## src/rtl/pen_lift_ctrl_if.sv

```systemverilog
// Command handshake bundle between a host sequencer and pen_lift_ctrl.
// The host owns cmd_valid/cmd_pen; the controller answers with cmd_ready and a one-cycle done.
interface pen_lift_ctrl_if;
  logic cmd_valid;
  logic cmd_pen;
  logic cmd_ready;
  logic done;

  modport master (output cmd_valid, output cmd_pen, input cmd_ready, input done);
  modport slave  (input cmd_valid, input cmd_pen, output cmd_ready, output done);
endinterface

```

## src/rtl/pen_lift_ctrl.sv

```systemverilog
// Pen lift servo controller: debounced limit switch, drive/settle sequencing and fault handling.
// Define PEN_TIMEOUT_EN to enable the DRIVE timeout counter and timeout_err.
module pen_lift_ctrl #(
  parameter int          DEBOUNCE_CYCLES = 50000,
  parameter int          SETTLE_CYCLES   = 500000,
  parameter int          TIMEOUT_CYCLES  = 25000000,
  parameter logic [15:0] DUTY_MOVE       = 16'd128
) (
  input  logic          clk_50,
  input  logic          reset_n,
  pen_lift_ctrl_if.slave cmd,
  input  logic          limit_switch,
  input  logic          fault_n,
  input  logic          clear_err,
  output logic          motor_enable,
  output logic          set_pen,
  output logic [15:0]   duty,
  output logic          error,
  output logic          timeout_err,
  output logic          pen_db,
  output logic          busy
);

  localparam int DebW = $clog2(DEBOUNCE_CYCLES + 1);
  localparam int SetW = $clog2(SETTLE_CYCLES + 1);
  localparam logic [DebW-1:0] DebLast = DebW'(DEBOUNCE_CYCLES - 1);
  localparam logic [SetW-1:0] SetLast = SetW'(SETTLE_CYCLES - 1);

  typedef enum logic [2:0] {IDLE, DRIVE, SETTLE, DONE, FAULT} state_t;

  state_t            state_q;
  logic              limSync1_q, limSync2_q;
  logic              fltSync1_q, fltSync2_q;
  logic [DebW-1:0]   debCnt_q, debCnt_d;
  logic              penDb_q, penDb_d;
  logic [SetW-1:0]   settleCnt_q;
  logic              motorEn_q, setPen_q, done_q, error_q, busy_q, ready_q;
  logic [15:0]       duty_q;

`ifdef PEN_TIMEOUT_EN
  localparam int ToW = $clog2(TIMEOUT_CYCLES + 1);
  localparam logic [ToW-1:0] ToLast = ToW'(TIMEOUT_CYCLES - 1);
  logic [ToW-1:0]    driveCnt_q;
  logic              timeoutErr_q;
  assign timeout_err = timeoutErr_q;
`else
  // Timeout disabled: constant 0 for any legal TIMEOUT_CYCLES.
  assign timeout_err = (TIMEOUT_CYCLES < 0);
`endif

  // Idle level of both synchronizers is "pen up, no fault".
  always_ff @(posedge clk_50) begin
    if (!reset_n) begin
      limSync1_q <= 1'b1;
      limSync2_q <= 1'b1;
      fltSync1_q <= 1'b1;
      fltSync2_q <= 1'b1;
    end else begin
      limSync1_q <= limit_switch;
      limSync2_q <= limSync1_q;
      fltSync1_q <= fault_n;
      fltSync2_q <= fltSync1_q;
    end
  end

  always_comb begin
    debCnt_d = '0;
    penDb_d  = penDb_q;
    if (!limSync2_q != penDb_q) begin
      if (debCnt_q == DebLast) penDb_d = !limSync2_q;
      else                     debCnt_d = debCnt_q + DebW'(1);
    end
  end

  always_ff @(posedge clk_50) begin
    if (!reset_n) begin
      debCnt_q <= '0;
      penDb_q  <= 1'b0;
    end else begin
      debCnt_q <= debCnt_d;
      penDb_q  <= penDb_d;
    end
  end

  // Outputs are registered alongside the state; a low fault_n always wins over arrival or timeout.
  always_ff @(posedge clk_50) begin
    if (!reset_n) begin
      state_q      <= IDLE;
      motorEn_q    <= 1'b0;
      duty_q       <= '0;
      setPen_q     <= 1'b0;
      done_q       <= 1'b0;
      error_q      <= 1'b0;
      busy_q       <= 1'b0;
      ready_q      <= 1'b1;
      settleCnt_q  <= '0;
`ifdef PEN_TIMEOUT_EN
      driveCnt_q   <= '0;
      timeoutErr_q <= 1'b0;
`endif
    end else begin
      done_q <= 1'b0;
      case (state_q)
        IDLE: begin
          if (!fltSync2_q) begin
            state_q <= FAULT;
            error_q <= 1'b1;
            ready_q <= 1'b0;
          end else if (cmd.cmd_valid && ready_q) begin
            setPen_q <= cmd.cmd_pen;
            ready_q  <= 1'b0;
            busy_q   <= 1'b1;
            if (penDb_q == cmd.cmd_pen) begin
              state_q <= DONE;
              done_q  <= 1'b1;
            end else begin
              state_q   <= DRIVE;
              motorEn_q <= 1'b1;
              duty_q    <= DUTY_MOVE;
`ifdef PEN_TIMEOUT_EN
              driveCnt_q <= '0;
`endif
            end
          end
        end
        DRIVE: begin
          if (!fltSync2_q) begin
            state_q   <= FAULT;
            error_q   <= 1'b1;
            motorEn_q <= 1'b0;
            duty_q    <= '0;
            busy_q    <= 1'b0;
          end else if (penDb_q == setPen_q) begin
            state_q     <= SETTLE;
            motorEn_q   <= 1'b0;
            duty_q      <= '0;
            settleCnt_q <= '0;
          end
`ifdef PEN_TIMEOUT_EN
          else if (driveCnt_q == ToLast) begin
            state_q      <= FAULT;
            error_q      <= 1'b1;
            timeoutErr_q <= 1'b1;
            motorEn_q    <= 1'b0;
            duty_q       <= '0;
            busy_q       <= 1'b0;
          end else begin
            driveCnt_q <= driveCnt_q + ToW'(1);
          end
`endif
        end
        SETTLE: begin
          if (!fltSync2_q) begin
            state_q <= FAULT;
            error_q <= 1'b1;
            busy_q  <= 1'b0;
          end else if (settleCnt_q == SetLast) begin
            state_q <= DONE;
            done_q  <= 1'b1;
          end else begin
            settleCnt_q <= settleCnt_q + SetW'(1);
          end
        end
        DONE: begin
          if (!fltSync2_q) begin
            state_q <= FAULT;
            error_q <= 1'b1;
            busy_q  <= 1'b0;
          end else begin
            state_q <= IDLE;
            busy_q  <= 1'b0;
            ready_q <= 1'b1;
          end
        end
        FAULT: begin
          if (clear_err && fltSync2_q) begin
            state_q <= IDLE;
            error_q <= 1'b0;
            ready_q <= 1'b1;
`ifdef PEN_TIMEOUT_EN
            timeoutErr_q <= 1'b0;
`endif
          end
        end
        default: state_q <= IDLE;
      endcase
    end
  end

  assign cmd.cmd_ready = ready_q;
  assign cmd.done      = done_q;
  assign motor_enable  = motorEn_q;
  assign set_pen       = setPen_q;
  assign duty          = duty_q;
  assign error         = error_q;
  assign pen_db        = penDb_q;
  assign busy          = busy_q;

endmodule

```

## src/flat_wrapper.sv

```systemverilog
// flat-port wrapper written by rule: the top's interface ports become plain ports
module pen_lift_ctrl_flat 
#(
  parameter int          DEBOUNCE_CYCLES = 50000,
  parameter int          SETTLE_CYCLES   = 500000,
  parameter int          TIMEOUT_CYCLES  = 25000000,
  parameter logic [15:0] DUTY_MOVE       = 16'd128
)
  (clk_50, reset_n, limit_switch, fault_n, clear_err, motor_enable, set_pen, duty, error, timeout_err, pen_db, busy, cmd_cmd_valid, cmd_cmd_pen, cmd_cmd_ready, cmd_done);
  pen_lift_ctrl_if cmd_i ();
  input  logic clk_50;
  input  logic reset_n;
  input  logic limit_switch;
  input  logic fault_n;
  input  logic clear_err;
  output logic motor_enable;
  output logic set_pen;
  output logic [15:0] duty;
  output logic error;
  output logic timeout_err;
  output logic pen_db;
  output logic busy;
  input wire logic [$bits(cmd_i.cmd_valid)-1:0] cmd_cmd_valid;
  input wire logic [$bits(cmd_i.cmd_pen)-1:0] cmd_cmd_pen;
  output wire logic [$bits(cmd_i.cmd_ready)-1:0] cmd_cmd_ready;
  output wire logic [$bits(cmd_i.done)-1:0] cmd_done;
  assign cmd_i.cmd_valid = cmd_cmd_valid;
  assign cmd_i.cmd_pen = cmd_cmd_pen;
  assign cmd_cmd_ready = cmd_i.cmd_ready;
  assign cmd_done = cmd_i.done;
  pen_lift_ctrl #(.DEBOUNCE_CYCLES(DEBOUNCE_CYCLES), .SETTLE_CYCLES(SETTLE_CYCLES), .TIMEOUT_CYCLES(TIMEOUT_CYCLES), .DUTY_MOVE(DUTY_MOVE)) u_core (.clk_50(clk_50), .reset_n(reset_n), .cmd(cmd_i), .limit_switch(limit_switch), .fault_n(fault_n), .clear_err(clear_err), .motor_enable(motor_enable), .set_pen(set_pen), .duty(duty), .error(error), .timeout_err(timeout_err), .pen_db(pen_db), .busy(busy));
endmodule
```

## config.mk

```make
export PLATFORM = sky130hd
export DESIGN_NAME = pen_lift_ctrl_flat
export DESIGN_NICKNAME = d
export VERILOG_FILES = /design/src/rtl/pen_lift_ctrl_if.sv /design/src/rtl/pen_lift_ctrl.sv /design/src/flat_wrapper.sv
export SDC_FILE = /design/constraint.sdc
export NUM_CORES = 1
export LEC_CHECK = 0
export BUFFER_PORTS_ARGS = -buffer_cell sky130_fd_sc_hd__buf_2
export CAP_MARGIN = 25
export CORE_ASPECT_RATIO = 1.5
export CORE_MARGIN = 5
export CORE_UTILIZATION = 57
export CTS_CLUSTER_DIAMETER = 100
export DETAILED_ROUTE_END_ITERATION = 10
export PLACE_DENSITY = 0.78
export SYNTH_ARGS = -nofsm -noshare
export SYNTH_HDL_FRONTEND = slang
export SYNTH_SLANG_ARGS = --single-unit
```

## constraint.sdc

```tcl
create_clock -name clk_50 -period 2.6 [get_ports clk_50]
set_input_delay 0.13 -clock clk_50 [delete_from_list [all_inputs] [get_ports clk_50]]
set_output_delay 0.13 -clock clk_50 [all_outputs]
set_load 0.01 [all_outputs]
```

==> impl_metrics.env, run 1 <==
export IMPL_tns_ns=0
export IMPL_die_area_sq_um=5913
export IMPL_period_needed_ns=2.424
export IMPL_core_area_sq_um=4282
export IMPL_gp_congestion=0.9139
export IMPL_min_path_type="primary input to flop"
export IMPL_drtIter0Drc=196
export IMPL_clock_sinks=49
export IMPL_synthCells=301
export IMPL_path_class="flop to flop"
export IMPL_drcViolationCount=0
export IMPL_synth_seq_area_share=0.3866
export IMPL_drive_gt1_frac=0.1346
export IMPL_yosys_warnings=0
export IMPL_place_area_sq_um=2565
export IMPL_grt_antenna_before_repair=0
export IMPL_nets=320
export IMPL_synth_edf_count=0
export IMPL_ioPinCount=31
export IMPL_grt_pass1_wl_microns=8983
export IMPL_cap_violations=0
export IMPL_clock_skew_ns=0.01116
export IMPL_cts_tree="done"
export IMPL_h_tree_depth=2
export IMPL_firstDrtPassIters=4
export IMPL_rsz0062_at_grt="false"
export IMPL_root_buffer="clkbuf_8"
export IMPL_synth_seq_cells=49
export IMPL_worst_r2r_endpoint="u_core.settleCnt_q[15]"
export IMPL_ant_nets=0
export IMPL_power_density_nw_per_um2=584.5
export IMPL_synthFlopType="dfxtp_1"
export IMPL_slew_limit_headroom=0.6063
export IMPL_critical_path_arrival_ns=2.63
export IMPL_leakagePower_nw=0.9781
export IMPL_wl_per_cell_microns=14.29
export IMPL_setup_viol=0
export IMPL_path_max_fanout=10
export IMPL_place_hpwl_microns=3685
export IMPL_status="finished, final reports clean"
export IMPL_cts_setup_buffers=0
export IMPL_ir_worst_vdd_mv=0.3956
export IMPL_cts_resized=0
export IMPL_fmax_ghz=0.4125
export IMPL_drv_slew=0
export IMPL_holdPathStages=2
export IMPL_synthToLayoutAreaGrowth_pct=6.016
export IMPL_syn_area_per_cell_sq_um=8.430
export IMPL_grt_pass1_vias=2080
export IMPL_worstSkewPairLatency_ns=0.31
export IMPL_synth_area_sq_um=2537
export IMPL_die_h_microns=91.72
export IMPL_ys_types=57
export IMPL_portBuffers=14
export IMPL_clockBufferDepth=2
export IMPL_cts_clk_slew_worst_paths_ns=0.09
export IMPL_via_count=2104
export IMPL_period_share=0.9324
export IMPL_cp_required_ns=2.80
export IMPL_worst_pin_slew_ns=0.5889
export IMPL_track_usage=0.1850
export IMPL_r2r_cells=6
export IMPL_finalInstanceArea_sq_um=2690
export IMPL_hold_start="limit_switch"
export IMPL_viasPerCell=5.877
export IMPL_finalHoldViolCount=0
export IMPL_r2r_start="u_core.settleCnt_q[0]"
export IMPL_timing_reg2reg_setup_slack_ns=0.18
export IMPL_startpoint_type="flop"
export IMPL_diodes=0
export IMPL_grt_max_degree=22
export IMPL_wl_microns=5115
export IMPL_overflow=0
export IMPL_initial_core_util=0.5926
export IMPL_cts_buffers_inserted=5
export IMPL_rows=29
export IMPL_hold_end="u_core.limSync1_q"
export IMPL_die_x_microns=64.48
export IMPL_endpoint_kind="flop"
export IMPL_synthArstFlopShare=0
-- state kept, by name, summed over array words and instances (netlist names) --
| register | count |
|---|---|
| u_core.limSync2_q | 1 |
| u_core.state_q | 3 |
| u_core.fltSync2_q | 1 |
| u_core.error | 1 |
| u_core.motor_enable | 1 |
| u_core.settleCnt_q | 19 |
| u_core.busy | 1 |
| u_core.fltSync1_q | 1 |
| u_core.debCnt_q | 16 |
| u_core.set_pen | 1 |
| u_core.limSync1_q | 1 |
| u_core.cmd.cmd_ready | 1 |
| u_core.pen_db | 1 |
| u_core.cmd.done | 1 |
-- area by class of cell --
cell class / count / area (sq um)
clock inverters: 3 / 46.29
flip-flops and latches: 49 / 980.9
well taps: 46 / 57.56
clock buffers: 5 / 68.82
inverters: 6 / 22.52
fillers: 384 / 1592
multi-input cells: 229 / 1396
repair buffers: 20 / 117.6
-- worst max-delay path, stage by stage, from the launching register on --
cell and delay, ns:
dfxtp_1 0.42, ha_1 0.24, nand4_2 0.16, or4_4 0.58
o211a_1 0.38, and4_4 0.24, a311o_1 0.30
-- timing repair --
| action | CTS | global route |
|---|---|---|
| hold buffers | 1 | 0 |
| hold endpoints to repair | 1 | 0 |
| setup endpoints to repair | 0 | 0 |
-- worst max path at each step --
stage / start / to / slack [ns]
after floorplan: u_core.settleCnt_q[0] / u_core.settleCnt_q[15] / 0.37
after global placement: u_core.settleCnt_q[0] / u_core.settleCnt_q[15] / 0.27
after detailed placement: u_core.settleCnt_q[0] / u_core.settleCnt_q[15] / 0.21
after CTS: u_core.settleCnt_q[0] / u_core.settleCnt_q[15] / 0.19
after global routing: u_core.settleCnt_q[0] / u_core.settleCnt_q[15] / 0.09
final: u_core.settleCnt_q[0] / u_core.settleCnt_q[15] / 0.18
-- layout by cell type (no fill, tap or decap), drive strengths merged, types with 2 or more instances in the layout --
master / Yosys / layout
dfxtp: 49 / 49
nor2: 35 / 35
nand2: 20 / 20
buf: 20 / 19
a21oi: 18 / 18
nand3: 16 / 16
conb: 1 / 16
xnor2: 12 / 12
nor3: 11 / 11
o21ai: 9 / 9
nand2b: 8 / 8
xor2: 8 / 8
nand4: 7 / 7
a31oi: 6 / 6
inv: 5 / 5
o31ai: 5 / 5
clkbuf: 12 / 5
or2: 5 / 5
nand4b: 4 / 4
a311oi: 4 / 4
and3: 4 / 4
o211a: 3 / 3
o221a: 3 / 3
a32o: 3 / 3
and4: 3 / 3
nor4: 2 / 2
o21a: 2 / 2
or3: 2 / 2
and2: 2 / 2
ha: 2 / 2
clkinv: 1 / 2
o211ai: 2 / 2
-- per-layer routing --
metal,routed length [microns],vias to the layer above,share of wire,global-route usage
met5,0,-,0,0
met4,75,0,0.015,0.07760
met3,197,7,0.039,0.03790
met2,2688,49,0.53,0.3379
met1,2155,976,0.42,0.2036
li1,-,1072,-,-
-- report_power, final --
part / switching (mW) / leakage [nW] / internal, mW
registers: 0.0298 / 0.397 / 0.773
logic: 0.139 / 0.527 / 0.0793
clock network: 0.263 / 0.0543 / 0.288
total: 0.432 / 0.978 / 1.14
-- through the flow --
step                hold WS [ns]    util  total power, mW  cells  worst slack, ns
global route            0.005818  0.6283            1.647    358          0.09367
finish                  0.004988  0.6283            1.572    358           0.1757
floorplan                 0.2315       -           0.9971    316           0.3744
detailed placement        0.3234  0.5991            1.034    349           0.2105
CTS                    0.0008166  0.6283            1.585    358           0.1854
global placement          0.3110  0.5991            1.030    349           0.2665
-- Yosys cell counts, types with 2 or more instances --
library cell | instances | area (sq um)
dfxtp_1 | 49 | 980.9
nor2_1 | 35 | 131.4
nand2_1 | 20 | 75.07
a21oi_1 | 18 | 90.09
buf_4 | 17 | 127.6
nand3_1 | 16 | 80.08
clkbuf_1 | 12 | 45.04
xnor2_1 | 12 | 105.1
nor3_1 | 10 | 50.05
o21ai_0 | 9 | 45.04
nand2b_1 | 8 | 50.05
xor2_1 | 8 | 70.07
a31oi_1 | 6 | 37.54
nand4_1 | 6 | 37.54
inv_1 | 5 | 18.77
o31ai_1 | 5 | 37.54
a311oi_1 | 4 | 35.03
nand4b_1 | 4 | 35.03
or2_2 | 4 | 25.02
a32o_1 | 3 | 30.03
and3_1 | 3 | 18.77
o211a_1 | 3 | 30.03
o221a_2 | 3 | 33.78
and2_1 | 2 | 12.51
and4_1 | 2 | 17.52
buf_2 | 2 | 10.01
ha_1 | 2 | 25.02
nor4_1 | 2 | 12.51
o21a_1 | 2 | 15.01
or3_1 | 2 | 12.51
-- logic make-up after synthesis --
logic type	Yosys count	synth area share
xor gates and xnor gates	20	0.06903
and+or+nand+nor	124	0.2579
buffers and inverters	38	0.08530
adders and majority gates	2	0.009860
AOI/OAI and AO/OA	67	0.1898
other	1	0.001478
DFF	49	0.3866
Note: power is estimated with default switching activity, not from simulation.
==> run 2: changes to the inputs <==
--- a/config.mk
+++ b/config.mk
@@ -8,7 +8,7 @@
 export BUFFER_PORTS_ARGS = -buffer_cell sky130_fd_sc_hd__buf_2
 export CAP_MARGIN = 25
 export CORE_ASPECT_RATIO = 1.5
-export CORE_MARGIN = 5
+export CORE_MARGIN = 1
 export CORE_UTILIZATION = 57
 export CTS_CLUSTER_DIAMETER = 100
 export DETAILED_ROUTE_END_ITERATION = 10
==> run 2 against run 1 <==
Fmax is 0.69% lower. Critical path type unchanged. Worst hold slack better by 0.0060 ns. Sequential share of layout area rose by 0.73 points. Count of clock-buffer cells in the layout is 1 higher. First-iteration DRC count fell by 63%. Combinational power down 2%.
==> impl_metrics.env, run 2 (same netlist as run 1, synthesis figures left out) <==
export IMPL_status="finished, final reports clean"
export IMPL_crit_buf_inv=0
export IMPL_clock_sinks=49
export IMPL_track_usage=0.2297
export IMPL_cts_clk_slew_worst_paths_ns=0.09
export IMPL_min_path_type="primary input to flop"
export IMPL_diodes=0
export IMPL_timing_reg2reg_setup_slack_ns=0.16
export IMPL_die_area_sq_um=4728
export IMPL_slew_limit_headroom=0.5951
export IMPL_slowest_delay_ns=0.58
export IMPL_nFillCells=403
export IMPL_final_core_util=0.6213
export IMPL_drive_gt1_frac=0.1262
export IMPL_finalPower_mw=1.460
export IMPL_cts_tree="done"
export IMPL_drv_slew=0
export IMPL_mostFrequentLayoutCells="dfxtp_1 (49), nor2_1 (35), nand2_1 (20)"
export IMPL_ant_nets=0
export IMPL_firstDrtPassIters=4
export IMPL_overflow=0
export IMPL_grt_antenna_before_repair=0
export IMPL_hold_start="fault_n"
export IMPL_holdPathStages=2
export IMPL_wl_microns=5072
export IMPL_core_area_sq_um=4245
export IMPL_hold_end="u_core.fltSync1_q"
export IMPL_finalHoldViolCount=0
export IMPL_setup_viol=0
export IMPL_critical_path_arrival_ns=2.64
export IMPL_worst_pin_slew_ns=0.6056
export IMPL_drtIter0Drc=73
export IMPL_layout_commonest_cell="dfxtp_1"
export IMPL_h_tree_depth=2
export IMPL_power_density_nw_per_um2=553.6
export IMPL_worst_r2r_endpoint="u_core.settleCnt_q[15]"
export IMPL_r2r_cells=6
export IMPL_cts_resized=0
export IMPL_hold_buffers=0
export IMPL_cap_violations=0
export IMPL_die_x_microns=56.48
export IMPL_nets=317
export IMPL_r2r_start="u_core.settleCnt_q[0]"
export IMPL_endpoint_kind="flop"
export IMPL_cts_buffers_inserted=5
export IMPL_grt_max_degree=23
export IMPL_path_class="flop to flop"
export IMPL_grt_pass1_wl_microns=8763
export IMPL_top_register="u_core.settleCnt_q"
export IMPL_die_h_microns=83.72
export IMPL_fmax_ghz=0.4097
export IMPL_dp_cells=347
export IMPL_rsz0062_at_grt="false"
export IMPL_rows=29
export IMPL_tns_ns=0
export IMPL_synthToLayoutAreaGrowth_pct=3.945
export IMPL_top_regs="u_core.settleCnt_q x19, u_core.debCnt_q x16, u_core.state_q x3"
export IMPL_cts_setup_buffers=0
export IMPL_via_count=2136
export IMPL_cp_required_ns=2.80
export IMPL_place_hpwl_microns=3589
export IMPL_wl_per_cell_microns=14.29
export IMPL_portBuffers=14
export IMPL_critPathSlowestCell="or4_4"
export IMPL_ir_worst_vdd_mv=0.4796
export IMPL_grt_pass1_vias=2042
export IMPL_crit_family="simple AND/OR/NAND/NOR gates"
export IMPL_path_max_fanout=10
export IMPL_ioPinCount=31
export IMPL_clockBufferDepth=2
export IMPL_root_buffer="clkbuf_8"
export IMPL_largest_register_ffs=19
export IMPL_drcViolationCount=0
export IMPL_period_needed_ns=2.441
export IMPL_startpoint_type="flop"
export IMPL_worstSkewPairLatency_ns=0.30
export IMPL_leakagePower_nw=0.9474
export IMPL_crit_chain="ha_1 > nand4_2 > or4_4 > o211a_1 > and4_4 > a311o_1"
export IMPL_stdcell_count=355
export IMPL_gp_congestion=0.8364
export IMPL_period_share=0.9389
export IMPL_clock_skew_ns=0.01011
export IMPL_initial_core_util=0.5977
export IMPL_viasPerCell=6.017
run 2: area by class of cell:
class	count	area, sq um	share of cell area
clock buffers	6	72.57	0.02751
clock inverters	2	15.01	0.005693
inverters	6	22.52	0.008539
multi-input cells	229	1396	0.5294
flip-flops and latches	49	980.9	0.3719
well taps	46	57.56	0.02182
repair buffers	17	92.59	0.03510
run 2: metal layers:
layer	wire length, microns	GRT usage	up-vias	part of all wire
met5	0	0	-	0
li1	-	-	1065	-
met1	2194	0.2610	1024	0.43
met3	139	0.04186	9	0.027
met4	75	0.1242	0	0.015
met2	2662	0.3968	38	0.52
run 2: stage by stage:
stage,setup WS [ns],hold WS (ns),instance area [sq um]
4_1_cts,0.1564,0.002407,2638
3_3_place_gp,0.2704,0.3131,2550
5_1_grt,0.08306,0.01455,2638
6_report,0.1590,0.01103,2638
2_1_floorplan,0.3744,0.2315,2594
3_5_place_dp,0.1720,0.3158,2550
run 2: how the worst max path moves through the flow:
stage | startpoint | end | slack [ns] | cells after the start
after detailed placement | u_core.settleCnt_q[0] | u_core.settleCnt_q[15] | 0.17 | 6
after CTS | u_core.settleCnt_q[0] | u_core.settleCnt_q[15] | 0.16 | 6
after global placement | u_core.settleCnt_q[0] | u_core.settleCnt_q[15] | 0.27 | 6
after floorplan | u_core.settleCnt_q[0] | u_core.settleCnt_q[15] | 0.37 | 7
after global routing | u_core.settleCnt_q[0] | u_core.settleCnt_q[15] | 0.08 | 6
final | u_core.settleCnt_q[0] | u_core.settleCnt_q[15] | 0.16 | 6
run 2: power breakdown:
part,internal [mW],leakage [nW],switching [mW]
Sequential,0.773,0.397,0.0294
Combinational,0.0762,0.513,0.137
Clock,0.190,0.0374,0.255
run 2: worst reg2reg max path, cell delays in order, from the launching register on:
cell	delay, ns
dfxtp_1	0.42
ha_1	0.25
nand4_2	0.16
or4_4	0.58
o211a_1	0.38
and4_4	0.24
a311o_1	0.30
==> run 3: changes to the inputs <==
--- a/config.mk
+++ b/config.mk
@@ -9,10 +9,10 @@
 export CAP_MARGIN = 25
 export CORE_ASPECT_RATIO = 1.5
 export CORE_MARGIN = 1
-export CORE_UTILIZATION = 57
+export CORE_UTILIZATION = 60
 export CTS_CLUSTER_DIAMETER = 100
 export DETAILED_ROUTE_END_ITERATION = 10
-export PLACE_DENSITY = 0.78
+export PLACE_DENSITY = 0.82
 export SYNTH_ARGS = -nofsm -noshare
 export SYNTH_HDL_FRONTEND = slang
 export SYNTH_SLANG_ARGS = --single-unit
==> constraint.sdc (replaced) <==
create_clock -name clk_50 -period 3.1 [get_ports clk_50]
set_input_delay 0.155 -clock clk_50 [delete_from_list [all_inputs] [get_ports clk_50]]
set_output_delay 0.155 -clock clk_50 [all_outputs]
set_load 0.01 [all_outputs]
==> run 3 against run 2 <==
Non-clock buffer count fell by 2. Wire length fell by 0.61%. Global-route usage rose by 1.2 points. Die area fell by 4.9%. Critical path type unchanged.
==> impl_metrics.env, run 3 (same netlist as run 1, synthesis figures left out) <==
export IMPL_status="finished, final reports clean"
export IMPL_crit_chain="ha_1 > nand4_2 > or4_4 > nor3_4 > or2_1 > o221a_2"
export IMPL_grt_antenna_before_repair=0
export IMPL_root_buffer="clkbuf_8"
export IMPL_r2r_cells=6
export IMPL_tns_ns=0
export IMPL_ir_worst_vdd_mv=0.5028
export IMPL_internal_power_mw=0.9706
export IMPL_nets=315
export IMPL_track_usage=0.2414
export IMPL_initial_core_util=0.6353
export IMPL_combPwrFrac=0.130
export IMPL_nFillCells=338
export IMPL_p_sw_frac=0.2708
export IMPL_slew_limit_headroom=0.5834
export IMPL_path_max_fanout=10
export IMPL_critical_path_arrival_ns=2.72
export IMPL_ant_nets=0
export IMPL_top_regs="u_core.settleCnt_q x19, u_core.debCnt_q x16, u_core.state_q x3"
export IMPL_setup_viol=0
export IMPL_critPathSlowestCell="or4_4"
export IMPL_gp_congestion=0.8675
export IMPL_worst_pin_slew_ns=0.6225
export IMPL_place_area_sq_um=2534
export IMPL_die_h_microns=81.65
export IMPL_cts_clk_slew_worst_paths_ns=0.09
export IMPL_synthToLayoutAreaGrowth_pct=4.586
export IMPL_clockPowerShare=0.364
export IMPL_grt_pass1_vias=1878
export IMPL_fmax_ghz=0.4069
export IMPL_h_tree_depth=2
export IMPL_portBuffers=14
export IMPL_cts_tree="done"
export IMPL_stdcell_count=352
export IMPL_cap_violations=0
export IMPL_final_core_util=0.6645
export IMPL_firstDrtPassIters=4
export IMPL_ioPinCount=31
export IMPL_overflow=0
export IMPL_period_needed_ns=2.458
export IMPL_drcViolationCount=0
export IMPL_crit_family="simple AND/OR/NAND/NOR gates"
export IMPL_p_sw_mw=0.3604
export IMPL_place_hpwl_microns=3370
export IMPL_hold_buffers=0
export IMPL_cp_required_ns=3.36
export IMPL_power_density_nw_per_um2=501.6
export IMPL_viasPerCell=6.114
export IMPL_crit_cells=6
export IMPL_drive_gt1_frac=0.1238
export IMPL_layout_commonest_cell="dfxtp_1"
export IMPL_via_count=2152
export IMPL_clock_sinks=49
export IMPL_cts_buffers_inserted=5
export IMPL_finalHoldViolCount=0
export IMPL_mostFrequentLayoutCells="dfxtp_1 (49), nor2_1 (35), nand2_1 (20)"
export IMPL_diodes=0
export IMPL_endpoint_kind="flop"
export IMPL_slowest_delay_ns=0.58
export IMPL_clockBufferDepth=2
export IMPL_holdPathStages=2
export IMPL_worstSkewPairLatency_ns=0.32
export IMPL_rsz0062_at_grt="false"
export IMPL_dp_cells=344
export IMPL_startpoint_type="flop"
export IMPL_wl_microns=5041
export IMPL_finalInstanceArea_sq_um=2654
export IMPL_drv_slew=0
export IMPL_period_share=0.7929
export IMPL_die_area_sq_um=4498
export IMPL_top_register="u_core.settleCnt_q"
export IMPL_drtIter0Drc=100
export IMPL_cts_setup_buffers=0
export IMPL_path_class="flop to flop"
export IMPL_power_frac_seq=0.505
export IMPL_die_x_microns=55.10
export IMPL_clock_skew_ns=0.01931
export IMPL_leakagePower_nw=0.9575
export IMPL_cts_resized=0
export IMPL_wl_per_cell_microns=14.32
export IMPL_core_area_sq_um=3994
export IMPL_crit_buf_inv=0
export IMPL_grt_pass1_wl_microns=7969
export IMPL_largest_register_ffs=19
export IMPL_rows=28
export IMPL_min_path_type="primary input to flop"
export IMPL_grt_max_degree=23
run 3: changes by cell type in the layout (fill, tap and decap cells not counted):
| cell | delta |
|---|---|
| buf_4 | -2 |
| bufinv_16 | +1 |
| clkbuf_1 | -1 |
| clkbuf_8 | +1 |
| clkinvlp_4 | -1 |
run 3: worst paths after layout:
path                         start                     to  slack (ns)
max          u_core.settleCnt_q[0]  u_core.settleCnt_q[7]        0.64
min                        fault_n      u_core.fltSync1_q        0.03
max reg2reg  u_core.settleCnt_q[0]  u_core.settleCnt_q[7]        0.64
min reg2reg      u_core.fltSync1_q      u_core.fltSync2_q        0.42
run 3: through the flow:
step / setup slack (ns) / hold WS [ns] / power, mW
5_1_grt: 0.5246 / 0.01399 / 1.386
2_1_floorplan: 0.8744 / 0.2565 / 0.8363
3_3_place_gp: 0.7728 / 0.3394 / 0.8544
4_1_cts: 0.6604 / 0.02116 / 1.335
3_5_place_dp: 0.7021 / 0.3405 / 0.8586
6_report: 0.6421 / 0.02579 / 1.331
run 3: worst register-to-register path: stages (launching register included):
cell and delay, ns:
dfxtp_1 0.42, ha_1 0.24, nand4_2 0.16, or4_4 0.58, nor3_4 0.44, or2_1 0.35, o221a_2 0.24
run 3: power by group through the flow:
stage / combinational (mW) / sequential, mW / clock (mW)
finish: 0.173 / 0.673 / 0.485
global route: 0.193 / 0.676 / 0.516
CTS: 0.172 / 0.672 / 0.491
detailed placement: 0.172 / 0.687 / 0
global placement: 0.169 / 0.686 / 0
floorplan: 0.158 / 0.679 / 0
run 3: area by class of cell:
| class | instances | area, sq um | share of cell area |
|---|---|---|---|
| Sequential cell | 49 | 980.9 | 0.3696 |
| Multi-Input combinational cell | 229 | 1396 | 0.5262 |
| Clock inverter | 2 | 37.54 | 0.01414 |
| Clock buffer | 6 | 82.58 | 0.03112 |
| Tap cell | 45 | 56.30 | 0.02122 |
| Timing Repair Buffer | 15 | 77.57 | 0.02923 |
| Inverter | 6 | 22.52 | 0.008487 |
run 3: metal layers:
metal / GRT usage / up-vias / wire (microns)
li1: - / 1060 / -
met1: 0.2754 / 1024 / 2146
met2: 0.4012 / 62 / 2584
met3: 0.07407 / 6 / 240
met4: 0.1050 / 0 / 70
met5: 0 / - / 0
